### config.mk
export PLATFORM = sky130hd
export DESIGN_NAME = player_anim_ctrl_flat
export DESIGN_NICKNAME = d
export VERILOG_FILES = /design/src/rtl/player_anim_if.sv /design/src/rtl/player_anim_ctrl.sv /design/src/flat_wrapper.sv
export SDC_FILE = /design/constraint.sdc
export NUM_CORES = 1
export LEC_CHECK = 0
export BUFFER_PORTS_ARGS = -buffer_cell sky130_fd_sc_hd__buf_2
export CAP_MARGIN = 10
export CELL_PAD_IN_SITES_DETAIL_PLACEMENT = 0
export CELL_PAD_IN_SITES_GLOBAL_PLACEMENT = 1
export CORE_UTILIZATION = 40
export DETAILED_ROUTE_END_ITERATION = 8
export GPL_TIMING_DRIVEN = 0
export PLACE_DENSITY_LB_ADDON = 0.1
export SETUP_SLACK_MARGIN = 0.15
export SYNTH_ARGS = -nofsm -noshare
export SYNTH_HDL_FRONTEND = slang
export SYNTH_SLANG_ARGS = --single-unit
### constraint.sdc
create_clock -name clk -period 4.15 [get_ports clk]
set_input_delay 0.415 -clock clk [delete_from_list [all_inputs] [get_ports clk]]
set_output_delay 0.415 -clock clk [all_outputs]
set_load 0.1 [all_outputs]
### src/rtl/player_anim_if.sv
`default_nettype none
// ============================================================================
//  Module      : player_anim_if
//  Description : Game-logic <-> player animation controller bundle. Carries the
//                per-frame strobe, direction keys, life-cycle events and the
//                sprite selection / visibility outputs.
//  Revision    : 1.0 - initial release
// ============================================================================
interface player_anim_if;
    logic       startOfFrame;
    logic [3:0] dirKeys;
    logic       playerHit;
    logic       respawnReq;
    logic [4:0] frameSel;
    logic       mirrorX;
    logic       spriteEnable;
    logic       playerAlive;
    logic       deathDone;

    // Game-logic side: produces events, consumes sprite controls
    modport master (
        output startOfFrame, dirKeys, playerHit, respawnReq,
        input  frameSel, mirrorX, spriteEnable, playerAlive, deathDone
    );

    // Animation controller side
    modport slave (
        input  startOfFrame, dirKeys, playerHit, respawnReq,
        output frameSel, mirrorX, spriteEnable, playerAlive, deathDone
    );
endinterface
`default_nettype wire

### src/rtl/player_anim_ctrl.sv
`default_nettype none
// ============================================================================
//  Module      : player_anim_ctrl
//  Description : Player sprite sequencer. Owns the life-cycle FSM
//                (idle, walk, dying, dead, respawn blink) and picks the sprite
//                frame index, mirroring and visibility once per VGA frame.
//                Optional macro PLAYER_ANIM_MIRROR_EN: LEFT reuses the RIGHT
//                bank with mirrorX=1 instead of using its own bank 3.
//  Revision    : 1.0 - initial release
// ============================================================================
module player_anim_ctrl #(
    parameter int FRAMES_PER_STEP = 8,
    parameter int WALK_FRAMES     = 4,
    parameter int DEATH_FRAMES    = 6,
    parameter int BLINK_FRAMES    = 120,
    parameter int BLINK_HALF      = 8
) (
    input  logic         clk,
    input  logic         resetN,
    player_anim_if.slave bus
);

    // Facing / bank codes: bank index doubles as frameSel[3:2]
    localparam logic [1:0] DIR_DOWN  = 2'd0;
    localparam logic [1:0] DIR_UP    = 2'd1;
    localparam logic [1:0] DIR_RIGHT = 2'd2;
    localparam logic [1:0] DIR_LEFT  = 2'd3;

    localparam logic [7:0] DIV_LAST   = 8'(FRAMES_PER_STEP - 1);
    localparam logic [1:0] STEP_LAST  = 2'(WALK_FRAMES - 1);
    localparam logic [3:0] DEATH_LAST = 4'(DEATH_FRAMES - 1);
    localparam logic [9:0] BLINK_LAST = 10'(BLINK_FRAMES - 1);
    localparam logic [7:0] HALF_LAST  = 8'(BLINK_HALF - 1);

`ifdef PLAYER_ANIM_MIRROR_EN
    localparam bit MIRROR_EN = 1'b1;
`else
    localparam bit MIRROR_EN = 1'b0;
`endif

    typedef enum logic [2:0] {
        ST_IDLE    = 3'd0,
        ST_WALK    = 3'd1,
        ST_DYING   = 3'd2,
        ST_DEAD    = 3'd3,
        ST_RESPAWN = 3'd4
    } state_t;

    state_t     state;
    logic [1:0] facing;
    logic [1:0] step;
    logic [7:0] div_cnt;
    logic [3:0] death_step;
    logic [9:0] blink_cnt;
    logic [7:0] half_cnt;
    logic       moving;

    logic [4:0] frame_sel;
    logic       mirror_x;
    logic       sprite_en;
    logic       alive;
    logic       death_done;

    logic       key_any;
    logic [1:0] key_dir;
    logic [1:0] walk_facing;
    logic [1:0] walk_step;
    logic [7:0] walk_div;

    // Walk frames live in banks of four; mirrored builds fold LEFT onto RIGHT
    function automatic logic [4:0] walk_frame(input logic [1:0] dir, input logic [1:0] stp);
        logic [1:0] bank;
        bank = (MIRROR_EN && (dir == DIR_LEFT)) ? DIR_RIGHT : dir;
        return {1'b0, bank, stp};
    endfunction

    function automatic logic walk_mirror(input logic [1:0] dir);
        return MIRROR_EN && (dir == DIR_LEFT);
    endfunction

    // Key decode and the walk-animation step shared by IDLE/WALK and RESPAWN
    always_comb begin
        key_any     = |bus.dirKeys;
        if (bus.dirKeys[3])      key_dir = DIR_UP;
        else if (bus.dirKeys[2]) key_dir = DIR_DOWN;
        else if (bus.dirKeys[1]) key_dir = DIR_LEFT;
        else                     key_dir = DIR_RIGHT;

        walk_facing = facing;
        walk_step   = step;
        walk_div    = div_cnt;
        if (!key_any) begin
            // Standing still: keep facing, restart the walk cycle
            walk_step = 2'd0;
            walk_div  = 8'd0;
        end else if (!moving || (key_dir != facing)) begin
            // Starting to walk or turning: fresh cycle in the new direction
            walk_facing = key_dir;
            walk_step   = 2'd0;
            walk_div    = 8'd0;
        end else if (div_cnt == DIV_LAST) begin
            walk_div  = 8'd0;
            walk_step = (step == STEP_LAST) ? 2'd0 : step + 2'd1;
        end else begin
            walk_div = div_cnt + 8'd1;
        end
    end

    // Life-cycle FSM with registered sprite controls
    always_ff @(posedge clk or negedge resetN) begin
        if (!resetN) begin
            state      <= ST_IDLE;
            facing     <= DIR_DOWN;
            step       <= 2'd0;
            div_cnt    <= 8'd0;
            death_step <= 4'd0;
            blink_cnt  <= 10'd0;
            half_cnt   <= 8'd0;
            moving     <= 1'b0;
            frame_sel  <= 5'd0;
            mirror_x   <= 1'b0;
            sprite_en  <= 1'b1;
            alive      <= 1'b1;
            death_done <= 1'b0;
        end else begin
            death_done <= 1'b0;
            case (state)
                ST_IDLE, ST_WALK: begin
                    if (bus.playerHit) begin
                        // Hit beats a coincident frame strobe; that frame's keys are dropped
                        state      <= ST_DYING;
                        step       <= 2'd0;
                        div_cnt    <= 8'd0;
                        death_step <= 4'd0;
                        moving     <= 1'b0;
                        frame_sel  <= 5'd16;
                        mirror_x   <= 1'b0;
                        alive      <= 1'b0;
                    end else if (bus.startOfFrame) begin
                        state     <= key_any ? ST_WALK : ST_IDLE;
                        facing    <= walk_facing;
                        step      <= walk_step;
                        div_cnt   <= walk_div;
                        moving    <= key_any;
                        frame_sel <= walk_frame(walk_facing, walk_step);
                        mirror_x  <= walk_mirror(walk_facing);
                    end
                end

                ST_DYING: begin
                    if (bus.startOfFrame) begin
                        if (div_cnt == DIV_LAST) begin
                            div_cnt <= 8'd0;
                            if (death_step == DEATH_LAST) begin
                                // Last frame has been shown for a full step
                                state      <= ST_DEAD;
                                death_done <= 1'b1;
                                sprite_en  <= 1'b0;
                            end else begin
                                death_step <= death_step + 4'd1;
                                frame_sel  <= {1'b1, death_step + 4'd1};
                            end
                        end else begin
                            div_cnt <= div_cnt + 8'd1;
                        end
                    end
                end

                ST_DEAD: begin
                    if (bus.respawnReq) begin
                        state     <= ST_RESPAWN;
                        facing    <= DIR_DOWN;
                        step      <= 2'd0;
                        div_cnt   <= 8'd0;
                        moving    <= 1'b0;
                        blink_cnt <= 10'd0;
                        half_cnt  <= 8'd0;
                        frame_sel <= walk_frame(DIR_DOWN, 2'd0);
                        mirror_x  <= 1'b0;
                        sprite_en <= 1'b1;
                        alive     <= 1'b1;
                    end
                end

                ST_RESPAWN: begin
                    if (bus.startOfFrame) begin
                        if (blink_cnt == BLINK_LAST) begin
                            // Invulnerability over: back to a steady, standing sprite
                            state     <= ST_IDLE;
                            step      <= 2'd0;
                            div_cnt   <= 8'd0;
                            moving    <= 1'b0;
                            blink_cnt <= 10'd0;
                            half_cnt  <= 8'd0;
                            sprite_en <= 1'b1;
                            frame_sel <= walk_frame(facing, 2'd0);
                            mirror_x  <= walk_mirror(facing);
                        end else begin
                            blink_cnt <= blink_cnt + 10'd1;
                            if (half_cnt == HALF_LAST) begin
                                half_cnt  <= 8'd0;
                                sprite_en <= ~sprite_en;
                            end else begin
                                half_cnt <= half_cnt + 8'd1;
                            end
                            facing    <= walk_facing;
                            step      <= walk_step;
                            div_cnt   <= walk_div;
                            moving    <= key_any;
                            frame_sel <= walk_frame(walk_facing, walk_step);
                            mirror_x  <= walk_mirror(walk_facing);
                        end
                    end
                end

                default: begin
                    state <= ST_IDLE;
                end
            endcase
        end
    end

    assign bus.frameSel     = frame_sel;
    assign bus.mirrorX      = mirror_x;
    assign bus.spriteEnable = sprite_en;
    assign bus.playerAlive  = alive;
    assign bus.deathDone    = death_done;

endmodule
`default_nettype wire

### src/flat_wrapper.sv
// flat-port wrapper written by rule: the top's interface ports become plain ports
module player_anim_ctrl_flat 
#(
    parameter int FRAMES_PER_STEP = 8,
    parameter int WALK_FRAMES     = 4,
    parameter int DEATH_FRAMES    = 6,
    parameter int BLINK_FRAMES    = 120,
    parameter int BLINK_HALF      = 8
)
  (clk, resetN, bus_startOfFrame, bus_dirKeys, bus_playerHit, bus_respawnReq, bus_frameSel, bus_mirrorX, bus_spriteEnable, bus_playerAlive, bus_deathDone);
  player_anim_if bus_i ();
  input  logic clk;
  input  logic resetN;
  input wire logic [$bits(bus_i.startOfFrame)-1:0] bus_startOfFrame;
  input wire logic [$bits(bus_i.dirKeys)-1:0] bus_dirKeys;
  input wire logic [$bits(bus_i.playerHit)-1:0] bus_playerHit;
  input wire logic [$bits(bus_i.respawnReq)-1:0] bus_respawnReq;
  output wire logic [$bits(bus_i.frameSel)-1:0] bus_frameSel;
  output wire logic [$bits(bus_i.mirrorX)-1:0] bus_mirrorX;
  output wire logic [$bits(bus_i.spriteEnable)-1:0] bus_spriteEnable;
  output wire logic [$bits(bus_i.playerAlive)-1:0] bus_playerAlive;
  output wire logic [$bits(bus_i.deathDone)-1:0] bus_deathDone;
  assign bus_i.startOfFrame = bus_startOfFrame;
  assign bus_i.dirKeys = bus_dirKeys;
  assign bus_i.playerHit = bus_playerHit;
  assign bus_i.respawnReq = bus_respawnReq;
  assign bus_frameSel = bus_i.frameSel;
  assign bus_mirrorX = bus_i.mirrorX;
  assign bus_spriteEnable = bus_i.spriteEnable;
  assign bus_playerAlive = bus_i.playerAlive;
  assign bus_deathDone = bus_i.deathDone;
  player_anim_ctrl #(.FRAMES_PER_STEP(FRAMES_PER_STEP), .WALK_FRAMES(WALK_FRAMES), .DEATH_FRAMES(DEATH_FRAMES), .BLINK_FRAMES(BLINK_FRAMES), .BLINK_HALF(BLINK_HALF)) u_core (.clk(clk), .resetN(resetN), .bus(bus_i));
endmodule
## Word-level counts from Yosys, hierarchy flattened

Index checks and enable logic that the tools add are counted.
W data, S select, Z words.

| operators by class | value |
|---|---|
| $add $sub $neg | 5 |
| equality and inequality tests | 23 |
| multiplexer cells | 85 |
| bitwise gates (word level) | 1 |
| reductions and logical operators | 21 |

Operators by type and width:

| kind | number |
|---|---|
| $mux W8 | 12 |
| $mux W5 | 7 |
| $mux W2 | 17 |
| $pmux W8 S4 | 1 |
| $mux W10 | 3 |
| $mux W3 | 8 |
| $mux W1 | 21 |
| $reduce_and A7 Y1 | 3 |
| $mux W4 | 5 |
| $pmux W10 S2 | 1 |
| $pmux W5 S4 | 1 |
| $add A8 B1 Y8 const B | 2 |
| $eq A8 B3 Y1 const B | 2 |
| $ne A2 B2 Y1 const B | 8 |
| $pmux W8 S2 | 1 |
| $pmux W2 S3 | 2 |
| $pmux W3 S4 | 1 |
| $add A10 B1 Y10 const B | 1 |
| $eq A10 B7 Y1 const B | 1 |
| $reduce_and A5 Y1 | 2 |
| $pmux W1 S3 | 3 |
| $pmux W4 S2 | 1 |
| $eq A3 B2 Y1 const B | 2 |
| $ne A2 B1 Y1 const B | 3 |
| other kinds (23) | 27 |

| storage, ports and cells | value |
|---|---|
| bits in registers | 47 |
| output and inout bits | 9 |
| logic and storage cells | 148 |

## Logic depth before layout (Yosys ltp)

Gate-level depths: netlist (run 1).

| depth | value |
|---|---|
| word-level depth | 10 |
| mapped depth | 9 |

## Worst setup path after synthesis (run 1)

No wires, ideal clock.

| timing | value |
|---|---|
| kind | flip-flop to flip-flop |
| start point | reg u_core.state[0] |
| end point | reg u_core.half_cnt[3] |
| library setup time | 0.065 ns |
| arrival time | 2.091 ns |
| data required time | 4.085 ns |
| slack | 1.994 ns |
| cell stages (with the launch flop) | 9 |
| clock period less this slack | 2.156 ns |
| cells stage by stage | dfrtp_1 > buf_6 > or3b_4 > buf_6 > a31o_1 > buf_6 > or3_4 > or3b_1 > nand2_1 |

| on the way | value |
|---|---|
| longest elaborated chain between the ends | 3 |
| elaborated cells between the ends (all ways) | 7 |
| classes of those cells | eq/ne (4); mux (1); reduce/logical (2) |

Ends and longest elaborated chain:

| what | RTL line | text |
|---|---|---|
| from (decl) | player_anim_ctrl.sv:49 | `state_t state;` |
| from (signal assigned) | player_anim_ctrl.sv:140 | `state <= key_any ? ST_WALK : ST_IDLE;` |
| $eq A3 B2 Y1 or $eq A3 B3 Y1 (tied branches) | player_anim_ctrl.sv:127 | `case (state)` |
| $ne A2 B2 Y1 (no source line) or $reduce_bool A2 Y1 (tied branches) | - |  |
| $reduce_and A3 Y1 (no source line) | - |  |
| to (signal assigned) | player_anim_ctrl.sv:204 | `half_cnt <= half_cnt + 8'd1;` |
| to (decl) | player_anim_ctrl.sv:55 | `logic [7:0] half_cnt;` |

Several ways; a longest one is shown, not always the timed one.
A chain may end at the register's enable or synchronous reset.

## Final worst setup path (run 1)

| timing | value |
|---|---|
| start point | reg u_core.blink_cnt[3] |
| end point | reg u_core.div_cnt[2] |

| on the way | value |
|---|---|
| longest elaborated chain between the ends | 4 |

Ends and longest elaborated chain:

| what | RTL line | text |
|---|---|---|
| from (decl) | player_anim_ctrl.sv:54 | `logic [9:0] blink_cnt;` |
| from (signal assigned) | player_anim_ctrl.sv:199 | `blink_cnt <= blink_cnt + 10'd1;` |
| $eq A10 B7 Y1 | player_anim_ctrl.sv:187 | `if (blink_cnt == BLINK_LAST) begin` |
| $mux W8 | player_anim_ctrl.sv:187 |  |
| $mux W8 | player_anim_ctrl.sv:186 | `if (bus.startOfFrame) begin` |
| $pmux W8 S4 | player_anim_ctrl.sv:127 |  |
| to (signal assigned) | player_anim_ctrl.sv:143 | `div_cnt <= walk_div;` |
| to (signal assigned) | player_anim_ctrl.sv:164 | `div_cnt <= div_cnt + 8'd1;` |
| to (signal assigned) | player_anim_ctrl.sv:208 | `div_cnt <= walk_div;` |
| to (decl) | player_anim_ctrl.sv:52 | `logic [7:0] div_cnt;` |

No other way between the ends. The select of a mux whose other input is x is not followed.

==> results of run 1 <==
## placed cells by master (no fill, tap or decap), types with 8 or more instances in the layout
cell / instances
a21oi_1: 14
nand3_1: 11
and3_1: 8
nand2_1: 38
inv_1: 10
nor2_1: 22
clkbuf_1: 9
buf_2: 18
o21ai_0: 36
nor3_1: 15
dfrtp_1: 45
## layout make-up
class | instances | share of cell area
repair buffers | 18 | 0.0337
plain buffers | 13 | 0.0233
clock inverters | 2 | 0.00402
multi-input cells | 247 | 0.487
inverters | 10 | 0.0120
clock buffers | 6 | 0.0233
well taps | 96 | 0.0386
flip-flops and latches | 47 | 0.378
## final timing paths
path,from,end,slack [ps],depth (start not counted)
hold / removal,resetN,u_core.blink_cnt[6]$_DFFE_PN0P_,70,1
max in group asynchronous,resetN,u_core.bus.spriteEnable$_DFFE_PN1P_,3480,2
hold reg to reg,u_core.bus.mirrorX$_DFFE_PN0P_,u_core.bus.mirrorX$_DFFE_PN0P_,490,1
setup / recovery,u_core.blink_cnt[3]$_DFFE_PN0P_,u_core.div_cnt[2]$_DFFE_PN0P_,1700,5
min in group clk,bus_respawnReq,u_core.state[1]$_DFFE_PN0P_,410,2
setup reg to reg,u_core.blink_cnt[3]$_DFFE_PN0P_,u_core.div_cnt[2]$_DFFE_PN0P_,1700,5
## stage by stage
stage | hold WS (ps) | utilization | instance area [um2]
floorplan | 119 | - | 2810
global placement | 467 | 0.443 | 3010
detailed placement | 466 | 0.443 | 3010
CTS | 361 | 0.456 | 3100
global route | 102 | 0.459 | 3120
finish | 71.6 | 0.459 | 3120
## cells in the mapped netlist (all sizes together) (2+ instances only)
cell type  instances  area [um2]
inv               10        37.5
nor2              22        82.6
or3b               4        37.5
dfrtp             45        1130
xor2               2        17.5
buf                5        42.5
clkbuf             8        30.0
a41o               2        20.0
a21oi             14        70.1
nor3b              3        22.5
o21ba              2        20.0
mux2i              5        50.1
a21o               7        52.6
or4                4        30.0
o31ai              2        15.0
nand2b             6        37.5
nand4              3        18.8
nand2             38         143
nor2b              2        12.5
o221ai             2        17.5
o211ai             4        30.0
nor4               2        18.8
o2bb2ai            3        26.3
dfstp              2        52.6
ha                 6        75.1
and2               4        25.0
o41ai              3        26.3
nor3              15        75.1
a211oi             7        52.6
o21ai             38         190
nand3             11        55.1
mux2               5        56.3
nand3b             3        22.5
or3                2        17.5
a31oi              5        37.5
and3               8        50.1
## power breakdown
part	switching (mW)	internal, mW	total [mW]	leakage (nW)
registers	0.0896	0.568	0.657	0.631
logic	0.656	0.288	0.944	0.694
clock network	0.160	0.118	0.278	0.0412
total	0.905	0.974	1.88	1.37
## logic make-up after synthesis
group / synth area share
AO/OA/AOI/OAI: 0.226
buffers and inverters: 0.0392
flip-flops: 0.420
adder cells (fa/ha/maj): 0.0268
AND/OR/NAND/NOR: 0.241
multiplexers: 0.0379
XOR/XNOR: 0.00937
## metal layers
layer | vias to the layer above | track usage | wire length [um]
li1 | 1218 | - | -
met3 | 8 | 0.0298 | 142
met4 | 0 | 0.0455 | 72
met5 | - | 0 | 0
met1 | 1145 | 0.254 | 3260
met2 | 23 | 0.349 | 3160
## worst reg2reg max path, cell delays in order (launching register included)
cell	delay (ps)
dfrtp_1	460
nor4_2	520
a31oi_2	300
o21ba_2	350
a211oi_1	520
nor3_1	140
## state kept, by name (all words and copies together) (netlist names)
| name | cells |
|---|---|
| u_core.step | 2 |
| u_core.half_cnt | 8 |
| u_core.bus.mirrorX | 1 |
| u_core.death_step | 4 |
| u_core.state | 3 |
| u_core.bus.deathDone | 1 |
| u_core.div_cnt | 8 |
| u_core.bus.frameSel | 5 |
| u_core.bus.spriteEnable | 1 |
| u_core.blink_cnt | 10 |
| u_core.moving | 1 |
| u_core.bus.playerAlive | 1 |
| u_core.facing | 2 |
==> results.py, run 1 <==
metrics = {
    "critical_path": {
        "cp-start-kind": "register",
        "critPathMaxStageDelay_ps": 520,
        "cp_num_buf_inv": 0,
        "critical-path-top-delay-family": "compound AO/OA/AOI/OAI gates",
        "required_ps": 4310,
        "critPathCaptureType": "register",
        "worstPathMaxFanout": 7,
        "path_cells": "nor4_2 > a31oi_2 > o21ba_2 > a211oi_1 > nor3_1",
        "crit_slowest_cell": "nor4_2",
        "crit_type": "register to register",
        "cp_data_arrival_time_ps": 2610,
    },
    "route": {
        "num_vias": 2394,
        "ant_nets": 0,
        "initialDrtViolationCount": 87,
        "routed_wl_mm": 6.64,
        "drc_errors": 0,
        "wl_per_cell_um": 15.1,
        "drt-vias-per-instance": 5.45,
        "first_pass_iters": 4,
    },
    "logic_synthesis": {
        "synth_seq_area_share": 0.420,
        "synth_ff_type": "dfrtp_1",
        "synth_area_um2": 2810,
        "async_flop_share": 1.00,
        "synthCells": 317,
        "syn_nets": 332,
        "avgSynthCellArea_um2": 8.85,
        "yosysWarnings": 0,
        "synth_edf_count": 0,
        "synth_cell_type_count": 57,
        "ys_seq_elements": 47,
    },
    "cts": {
        "clockBufferDepth": 2,
        "cts_setup_buffers": 0,
        "cts_made_buffers": 5,
        "cts_resized": 0,
        "cts_tree": "yes",
        "worstSkewPairLatency_ps": 310,
        "root_buffer": "clkbuf_8",
        "cts-hold-fix-buffers": 0,
        "htree_levels": 2,
        "cts.sinks": 47,
        "clk_pin_slew_ps": 100,
    },
    "sta": {
        "setup-violations-final": 0,
        "fin_crit_sh": 0.591,
        "max-slew-margin-rel": 0.491,
        "finalCriticalPeriod_ps": 2450,
        "setup_ws_ps": 1700,
        "tightestPinTransition_ps": 761,
        "slew_viol_final": 0,
        "setup_tns_ps": 0,
        "fin_skew_ps": 15.0,
        "rsz0062_at_grt": "false",
        "fmax_ghz": 0.408,
        "finalHoldViolCount": 0,
    },
    "die": {
        "core_um2": 6790,
        "rows": 30,
        "die_area_um2": 7350,
        "initial_core_util": 0.413,
        "fp.dieH_um": 85.7,
        "dieWidth_um": 85.7,
        "io_pins": 18,
    },
    "global_route": {
        "antenna_found_initial": 0,
        "track_usage": 0.197,
        "grt_pass1_wl_mm": 11.5,
        "grt_max_degree": 48,
        "grt_pass1_vias": 2400,
        "overflow": 0,
    },
    "finish": {
        "area_growth_pct": 11.1,
        "fin_cells": 439,
        "drive_gt1_frac": 0.128,
        "multi_input_area_um2": 1520,
        "fillerInstances": 710,
        "num_antenna_cells": 0,
        "seq_area_um2": 1180,
        "layout.nets": 357,
    },
    "pwr": {
        "max-vdd-ir-drop_mv": 0.348,
        "powerDensity_nw_per_um2": 603,
        "leakage_nw": 1.37,
        "finalPower_mw": 1.88,
    },
    "placement": {
        "portBuffers": 17,
        "dp_hpwl_mm": 4.80,
        "place_ws_ps": 1690,
        "placedCellCount": 430,
        "place.gp.congestion": 0.830,
    },
    "min_path": {
        "hold_path_class": "primary input to asynchronous set/reset pin",
    },
    "flow_run": {
        "drv_cap": 0,
    },
    "status": {
        "outcome": "completed",
    },
}
Note: power is estimated with default switching activity, not from simulation.
==> inputs of run 2 (changes only) <==
Clock period 4.15 ns to 2.1 ns, I/O delays scaled along.
==> results.py, run 2 (synthesis results as in run 1) <==
metrics = {
    "min_path": {
        "hold_path_class": "primary input to asynchronous set/reset pin",
    },
    "cts": {
        "worstSkewPairLatency_ps": 300,
        "clockBufferDepth": 2,
        "cts-hold-fix-buffers": 0,
        "clk_pin_slew_ps": 90,
        "root_buffer": "clkbuf_8",
        "htree_levels": 2,
        "cts_tree": "yes",
        "cts_made_buffers": 5,
        "cts.sinks": 47,
    },
    "route": {
        "wl_per_cell_um": 16.0,
        "drt-vias-per-instance": 5.54,
        "ant_nets": 0,
        "first_pass_iters": 4,
        "routed_wl_mm": 7.56,
        "num_vias": 2621,
        "initialDrtViolationCount": 86,
        "drc_errors": 0,
    },
    "sta": {
        "fmax_ghz": 0.471,
        "finalCriticalPeriod_ps": 2130,
        "fin_skew_ps": 6.07,
        "setup-violations-final": 2,
        "max-slew-margin-rel": 0.268,
        "finalHoldViolCount": 0,
        "tightestPinTransition_ps": 1100,
        "rsz0062_at_grt": "true",
        "setup_ws_ps": -25.3,
        "slew_viol_final": 0,
        "setup_tns_ps": -41.7,
        "fin_crit_sh": 1.01,
    },
    "finish": {
        "largest_reg_flops": 10,
        "fin_cells": 473,
        "num_antenna_cells": 0,
        "drive_gt1_frac": 0.374,
        "fillerInstances": 607,
        "reg_top3": "u_core.blink_cnt (10), u_core.div_cnt (8), u_core.half_cnt (8)",
        "mostFrequentLayoutCell": "dfrtp_1",
        "layout.nets": 391,
        "area_growth_pct": 36.7,
        "top_register": "u_core.blink_cnt",
        "final_cell_area_um2": 3830,
        "layout_common_cells": "41 x dfrtp_1, 36 x nand2_1, 28 x buf_4, 25 x o21ai_0",
    },
    "placement": {
        "dp_hpwl_mm": 4.74,
        "placedCellCount": 430,
        "portBuffers": 17,
        "dpl-instance-area_um2": 3010,
        "place.gp.congestion": 0.787,
    },
    "pwr": {
        "leakage_nw": 1.67,
        "p_int_mw": 2.57,
        "powerDensity_nw_per_um2": 1240,
        "finalPower_mw": 4.75,
        "p_switching_mw": 2.19,
        "pwr-share-clk": 0.129,
        "max-vdd-ir-drop_mv": 0.702,
        "netSwitchingFraction": 0.460,
        "p_comb_frac": 0.594,
        "power_frac_seq": 0.277,
    },
    "die": {
        "rows": 30,
        "die_area_um2": 7350,
        "io_pins": 18,
        "initial_core_util": 0.413,
        "dieWidth_um": 85.7,
        "core_um2": 6790,
        "fp.dieH_um": 85.7,
    },
    "status": {
        "failed_checks": "negative setup slack",
        "outcome": "complete, but fails checks",
    },
    "critical_path": {
        "r2r-end": "u_core.half_cnt[5]$_DFFE_PN0P_",
        "cp-start-kind": "register",
        "crit_type": "register to register",
        "required_ps": 2350,
        "setup.worst_path.start": "u_core.state[0]$_DFFE_PN0P_",
        "reg2reg_depth": 8,
        "critPathCaptureType": "register",
        "cp_data_arrival_time_ps": 2380,
        "rrSetupSlack_ps": -30,
        "worstPathMaxFanout": 4,
        "worstSetupEndpoint": "u_core.half_cnt[5]$_DFFE_PN0P_",
        "r2r_start": "u_core.state[0]$_DFFE_PN0P_",
    },
    "global_route": {
        "grt.met3_usage": 0.0366,
        "grt_pass1_vias": 2515,
        "grt_use_met1": 0.278,
        "overflow": 0,
        "grt_most_used_layer": "met2",
        "grt_pass1_wl_mm": 12.4,
        "grt_use_met2": 0.365,
        "grt_max_degree": 48,
        "antenna_found_initial": 0,
        "track_usage": 0.213,
    },
    "flow_run": {
        "drv_cap": 0,
    },
}
run 2: cell types whose count changed in the layout (fill, tap and decap cells not counted), moves of 6 or more:
| cell | previous run | this run |
|---|---|---|
| nor3_2 | 0 | 6 |
| o21ai_0 | 36 | 25 |
| buf_6 | 3 | 12 |
| buf_4 | 0 | 28 |
| clkbuf_1 | 9 | 3 |
| o21ai_1 | 2 | 8 |
| nor3_1 | 15 | 5 |
run 2: critical path: stages (launching register included):
cell and delay, ps:
dfrtp_1 390, buf_6 120, or3b_4 360, buf_6 130, a31o_1 190, buf_6 120
or3_4 340, or3b_1 360, nand2_1 60
run 2: per-stage QoR:
stage               worst slack [ps]   util  hold WS [ps]
floorplan                      -23.5      -         -85.6
global placement                -401  0.444           466
detailed placement              -328  0.444           465
CTS                            -45.7  0.507           157
global route                   -94.6  0.564           194
finish                         -25.3  0.564           102
run 2: final cells by class:
cell class | count | area [um2] | share of cell area
buffer | 13 | 115 | 0.0300
multi-input combinational | 247 | 1900 | 0.496
clock buffer | 8 | 100 | 0.0261
sequential | 47 | 1180 | 0.309
inverter | 10 | 37.5 | 0.00979
timing repair buffer | 52 | 378 | 0.0985
tap | 96 | 120 | 0.0313
run 2: what timing repair did:
item,in CTS,in global routing
pin swaps,15,22
resized for setup,46,73
setup endpoints to repair,42,41
gates cloned,0,0
setup buffers,19,16
run 2: power by group through the flow:
| stage | combinational (mW) | clock (mW) | sequential (mW) |
|---|---|---|---|
| 2_1_floorplan | 1.09 | 0 | 1.67 |
| 3_3_place_gp | 1.88 | 0 | 1.31 |
| 3_5_place_dp | 1.88 | 0 | 1.31 |
| 4_1_cts | 2.25 | 0.640 | 1.31 |
| 5_1_grt | 3.07 | 0.661 | 1.35 |
| 6_report | 2.82 | 0.613 | 1.32 |
run 2: how the worst min path moves through the flow:
stage	startpoint	to	slack (ps)	cells past startpoint
6_report	resetN	u_core.half_cnt[4]$_DFFE_PN0P_	100	1
5_1_grt	resetN	u_core.half_cnt[4]$_DFFE_PN0P_	190	1
4_1_cts	resetN	u_core.half_cnt[4]$_DFFE_PN0P_	160	1
3_5_place_dp	u_core.bus.mirrorX$_DFFE_PN0P_	u_core.bus.mirrorX$_DFFE_PN0P_	470	1
3_3_place_gp	u_core.bus.mirrorX$_DFFE_PN0P_	u_core.bus.mirrorX$_DFFE_PN0P_	470	1
2_1_floorplan	resetN	u_core.blink_cnt[0]$_DFFE_PN0P_	-90	0
run 2: per-layer routing:
| layer | routed length, um | share of wire |
|---|---|---|
| met5 | 0 | 0 |
| met4 | 102 | 0.013 |
| met3 | 206 | 0.027 |
| met2 | 3770 | 0.50 |
| met1 | 3480 | 0.46 |
